## src/rtl/mux_scan_sequencer.sv

```systemverilog
// Clocked scan front-end for an 8:1 single-bit mux: steps the select through
// channels 0..7, samples the mux output after a settle delay, and emits a byte.
module mux_scan_sequencer #(
    parameter int unsigned SETTLE_CYC = 1,
    parameter bit          CONTINUOUS = 1'b0
) (
    input  logic       clk,
    input  logic       rst_n,
    input  logic       start,
    input  logic       abort,
    input  logic       mux_out,
    output logic [2:0] sel,
    output logic       busy,
    output logic       out_valid,
    input  logic       out_ready,
    output logic [7:0] out_data,
    output logic [1:0] fsm_state
);

    // Output handshake: a word transfers on a rising edge where out_valid and
    // out_ready are both high; while out_valid is high and out_ready is low,
    // out_data and out_valid hold. out_valid never depends on out_ready.

    typedef enum logic [1:0] {
        IDLE   = 2'd0,
        WAIT   = 2'd1,
        SAMPLE = 2'd2,
        DONE   = 2'd3
    } state_t;

    localparam logic [3:0] SETTLE = 4'(SETTLE_CYC);
    // With no settle time a channel is a single SAMPLE cycle.
    localparam state_t FIRST = (SETTLE_CYC == 0) ? SAMPLE : WAIT;

    state_t     state;
    logic [3:0] settle_cnt;
    logic [6:0] shadow;

    assign fsm_state = state;

    // sel doubles as the channel index while scanning; it is 0 in IDLE/DONE.
    always_ff @(posedge clk) begin
        if (!rst_n) begin
            state      <= IDLE;
            sel        <= 3'd0;
            busy       <= 1'b0;
            out_valid  <= 1'b0;
            out_data   <= 8'd0;
            shadow     <= 7'd0;
            settle_cnt <= 4'd0;
        end else if (abort && state != IDLE) begin
            state      <= IDLE;
            sel        <= 3'd0;
            busy       <= 1'b0;
            out_valid  <= 1'b0;
            shadow     <= 7'd0;
            settle_cnt <= 4'd0;
        end else begin
            case (state)
                IDLE: begin
                    if (start && !abort) begin
                        state      <= FIRST;
                        sel        <= 3'd0;
                        busy       <= 1'b1;
                        settle_cnt <= SETTLE;
                    end
                end
                WAIT: begin
                    if (settle_cnt <= 4'd1) begin
                        state <= SAMPLE;
                    end else begin
                        settle_cnt <= settle_cnt - 4'd1;
                    end
                end
                SAMPLE: begin
                    if (sel != 3'd7) begin
                        shadow[sel] <= mux_out;
                        sel         <= sel + 3'd1;
                        settle_cnt  <= SETTLE;
                        state       <= FIRST;
                    end else begin
                        // Last channel goes straight into the word, not the shadow.
                        out_data  <= {mux_out, shadow};
                        out_valid <= 1'b1;
                        sel       <= 3'd0;
                        state     <= DONE;
                    end
                end
                DONE: begin
                    if (out_ready) begin
                        out_valid <= 1'b0;
                        if (CONTINUOUS || start) begin
                            state      <= FIRST;
                            sel        <= 3'd0;
                            settle_cnt <= SETTLE;
                        end else begin
                            state <= IDLE;
                            busy  <= 1'b0;
                        end
                    end
                end
                default: begin
                    state <= IDLE;
                    busy  <= 1'b0;
                end
            endcase
        end
    end

endmodule
```

## config.mk

```make
export PLATFORM = sky130hd
export DESIGN_NAME = mux_scan_sequencer
export DESIGN_NICKNAME = d
export VERILOG_FILES = /design/src/rtl/mux_scan_sequencer.sv
export SDC_FILE = /design/constraint.sdc
export NUM_CORES = 1
export LEC_CHECK = 0
export BUFFER_PORTS_ARGS = -buffer_cell sky130_fd_sc_hd__buf_2
export CAP_MARGIN = 40
export CORE_ASPECT_RATIO = 0.8
export CORE_MARGIN = 1
export CORE_UTILIZATION = 51
export DETAILED_ROUTE_END_ITERATION = 8
export PLACE_DENSITY_LB_ADDON = 0.12
export SYNTH_ARGS = -nofsm -noshare
export SYNTH_HDL_FRONTEND = slang
export SYNTH_SLANG_ARGS = --single-unit
```

## constraint.sdc

```tcl
create_clock -name clk -period 4.3 [get_ports clk]
set_input_delay 0 -clock clk [delete_from_list [all_inputs] [get_ports clk]]
set_output_delay 0 -clock clk [all_outputs]
set_load 0.03 [all_outputs]
```

* Word level (Yosys, flattened, before mapping)
Cells that the tools add are included.
** Operators by class
- Bitwise logic cells :: 3
- Eq/ne operators :: 12
- $add $sub $neg :: 2
- Order comparisons :: 3
- Reductions and logical operators :: 17
- Muxes and demuxes :: 27
** Operators by type and width (number)
- $mux W4 :: 5
- $ne A2 B2 Y1 const B :: 8
- $pmux W4 S4 :: 1
- $mux W3 :: 4
- $pmux W3 S3 :: 1
- $reduce_and A3 Y1 :: 3
- $mux W2 :: 4
- $pmux W2 S4 :: 1
- $reduce_and A4 Y1 :: 2
- $bwmux W7 :: 1
- $mux W1 :: 7
- $reduce_bool A2 Y1 :: 3
- $reduce_and A5 Y1 :: 1
- $eq A2 B2 Y1 const B :: 2
- $le A4 B1 Y1 const B :: 1
- $lt A3 B4 Y1 const B :: 1
- $pmux W1 S2 :: 2
- $sub A4 B1 Y4 const B :: 1
- $add A3 B1 Y3 const B :: 1
- $demux W1 S3 :: 1
- $ge A3 B1 Y1 const B :: 1
- $logic_and A1 B1 Y1 :: 3
- $ne A3 B3 Y1 const B :: 1
- $not A1 Y1 :: 3
- other kinds (6) :: 6
** Word-level totals
- Output and inout bits :: 15
- Flip-flop bits (word level) :: 26

* Longest topological paths before layout
- Depth after elaboration :: 5
- Mapped depth :: 6

* Least setup slack after synthesis
Ideal clock, no wire load.
- Path type :: register to register
- Start :: reg sel[0]
- End :: reg settle_cnt[2]
- Buffers on the path :: 0
- Setup time :: 0.067 ns
- Path slack :: 2.459 ns
- Stages on the path, launching flop included :: 7
- Data required time :: 4.233 ns
- Arrival :: 1.774 ns
- Cells stage by stage :: dfxtp_1 -> ha_1 -> ha_1 -> nor3b_1 -> a211o_1 -> a21bo_1 -> a21oi_2
** Between the ends
- Word-level cells in the longest chain between the ends :: 3
** RTL lines
- start: declaration :: line 12 : output logic [2:0] sel,
- start signal: assignment :: line 78 : sel <= sel + 3'd1;
- $ne A3 B3 Y1 :: line 76 : if (sel != 3'd7) begin
- $ne A2 B2 Y1 (no source line)
- $reduce_and A5 Y1 (no source line)
- end signal: assignment :: line 72 : settle_cnt <= settle_cnt - 4'd1;
- end: declaration :: line 36 : logic [3:0] settle_cnt;
Every way passes these cells.
A chain may end at the register's enable or synchronous reset.

* Worst setup path after layout
- Start :: reg sel[0]
- End :: reg out_data[2]
** Between the ends
- Word-level cells in the longest chain between the ends :: 3
** RTL lines
- $ne A3 B3 Y1 :: line 76
- $not A1 Y1 (no source line)
- $reduce_and A3 Y1 (no source line)
- end signal: assignment :: line 83 : out_data <= {mux_out, shadow};
- end: declaration :: line 16 : output logic [7:0] out_data,
Every way passes these cells.

==> qor.yml <==
yosysSeqAreaShare: 0.416
drive_above_1_share: 0.174
dp_hpwl_um: 1760
rows: 15
vias: 1030
fin_nets: 172
finalSetupViolCount: 0
antenna_cells: 0
rrSetupSlack_ns: 2.39
fin_worst_skew_ns: 0.00269
cts_tree: "built"
synth-simple-area-share: 0.279
path_class: "reg2reg"
path_clk_slew_ns: 0.14
r2r_start: "sel[0]"
fmax_mhz: 524
fin_crit_sh: 0.444
first_iter_violations: 30
ff2ff_path_depth: 5
synth_top_area_frac: 0.416
synth.area.top_cells: "dfxtp_1 (42%), mux2i_1 (7.2%), nor2b_1 (7.0%)"
syn-cell-area_sq_um: 1250
period_minus_slack_ns: 1.91
place.gp.congestion: 0.821
r2r_end: "out_data[2]"
synthAdderAreaFrac: 0.0400
endpoint_kind: "flop"
layout.cells.non_filler: 186
power_uw: 525
grt_max_degree: 18
synth_top_family_by_area: "simple AND/OR/NAND/NOR gates"
arrival_ns: 2.14
critPathLaunch: "sel[0]"
cts_buffer_depth: 2
yosysTopAreaCell: "dfxtp_1"
floorplan.initialDensity: 0.560
ys_ff_latch: 26
cts_root_buf: "clkbuf_4"
ant_nets: 0
die_h_um: 46.3
syn2layout_area_growth_pct: 13.9
ys_top_cells_by_count: "dfxtp_1 (26), nand2_1 (17), nor2b_1 (14), a21oi_1 (12), nor2_1 (10)"
synth_edf_count: 0
die_x_um: 57.4
syn_nets: 151
synth_mux_area_frac: 0.0720
violations: "design-rule violations"
dieArea_sq_um: 2660
synth_ff_type: "dfxtp_1"
drc: 2
yosysMostFrequentCell: "dfxtp_1"
grt_pass1_wl_um: 4510
cp_max_fo: 8
outcome: "complete, but fails checks"
wl_um: 2450
crit_path_end: "out_data[2]"
worst_skew_pair.late_latency_ns: 0.32
wl_per_cell_um: 13.2
drv_cap: 0
critPathRequiredTime_ns: 4.53
syn_inst: 141
cts_resized: 0
grt_pass1_vias: 959
pwr_density_cell_nw_per_um2: 369
coreArea_sq_um: 2230
worstMarginPinSlew_ns: 0.555
synth_warnings: 0
synth_xor_area_frac: 0
postCtsSetupRepairBufs: 0
syn_area_per_cell_sq_um: 8.87
synth.distinct_cells: 33
hold_path_class: "in2reg"
relSlewSlack: 0.629
fin_tns_setup_ns: 0
ctsHtreeMaxLevel: 1
via_per_inst: 5.54
rsz0062_at_grt: "false"
hold_viol: 0
grt_remaining_overflow: 0
first_pass_iters: 6
start_kind: "flop"
slew_viol_final: 0
io_pins: 21
synth_compound_area_frac: 0.160
grt_usage: 0.227
cts_buffers: 3
ir_drop_v: 0.000243
async_flop_share: 0
cts.sinks: 26
port_buffers: 20
antenna_found_initial: 0
leakage_nw: 0.550
dp.cells: 180
## repair_timing
item	4_1_cts	5_1_grt
endpoints found under the setup margin	0	0
hold buffers	2	0
hold endpoints to repair	12	0
## stage by stage
step                setup slack [ns]  hold WS, ns  utilization  area, sq um
floorplan                       2.46        0.208            -         1250
global placement                2.51        0.333        0.606         1350
global route                    2.21       0.0603        0.638         1430
CTS                             2.36       0.0282        0.638         1430
detailed placement              2.36        0.342        0.606         1350
finish                          2.39       0.0347        0.638         1430
## per-layer routing
layer | vias up | global-route usage | share of wire
met5 | - | 0 | 0
met2 | 24 | 0.340 | 0.41
met4 | 0 | 0.0585 | 0.0061
met3 | 2 | 0.0590 | 0.046
li1 | 544 | - | -
met1 | 460 | 0.325 | 0.54
## area by class of cell
cell class                 instances  area [sq um]
clock buffer                       3          22.5
clock inverter                     1          30.0
fill                             200           808
inverter                           3          11.3
multi-input combinational        106           689
sequential                        26           520
tap                               25          31.3
timing repair buffer              22           120
## worst min-delay path by stage
stage                    from           end  slack, ns  cells past startpoint
floorplan           out_ready     out_valid       0.21                      3
global placement      mux_out     shadow[1]       0.33                      3
detailed placement    mux_out     shadow[1]       0.34                      3
CTS                 out_ready  fsm_state[1]       0.03                      4
global route        out_ready  fsm_state[1]       0.06                      4
finish              out_ready     out_valid       0.03                      4
## cell families after synthesis
| group | count (synthesis) |
|---|---|
| compound gates | 30 |
| simple gates | 63 |
| fa+ha+maj | 4 |
| buf+inv | 9 |
| flops | 26 |
| mux | 9 |
## worst max-delay path: stages, from the launching register on
cell and delay [ns]:
dfxtp_1 0.46, ha_1 0.19, ha_1 0.33, and3b_1 0.51, mux2i_1 0.26, nor2b_1 0.07
## report_power, final
part           total, mW  leakage (nW)  switching, mW  internal (mW)
registers          0.269         0.210         0.0171          0.252
logic             0.0896         0.311         0.0535         0.0361
clock network      0.167        0.0279         0.0726         0.0944
total              0.525         0.550          0.143          0.382
## registers in the layout, summed over array words and instances (netlist names)
signal / count
busy: 1
fsm_state: 2
out_data: 8
out_valid: 1
sel: 3
settle_cnt: 4
shadow: 7
## layout by cell type (no fill, tap or decap), types with 2 or more instances in the layout
master and n:
dfxtp_1 26, buf_2 20, nand2_1 17, nor2b_1 14, a21oi_1 12, nor2_1 10
mux2i_1 9, nand3_1 8, ha_1 4, inv_1 3, nor3b_1 3, nor3_1 3
o211ai_1 3, o21ai_0 3, clkbuf_4 3, and3b_1 2, a21bo_1 2, a32oi_1 2
dlygate4sd3_1 2
Power figures use the tool's default switching activity.
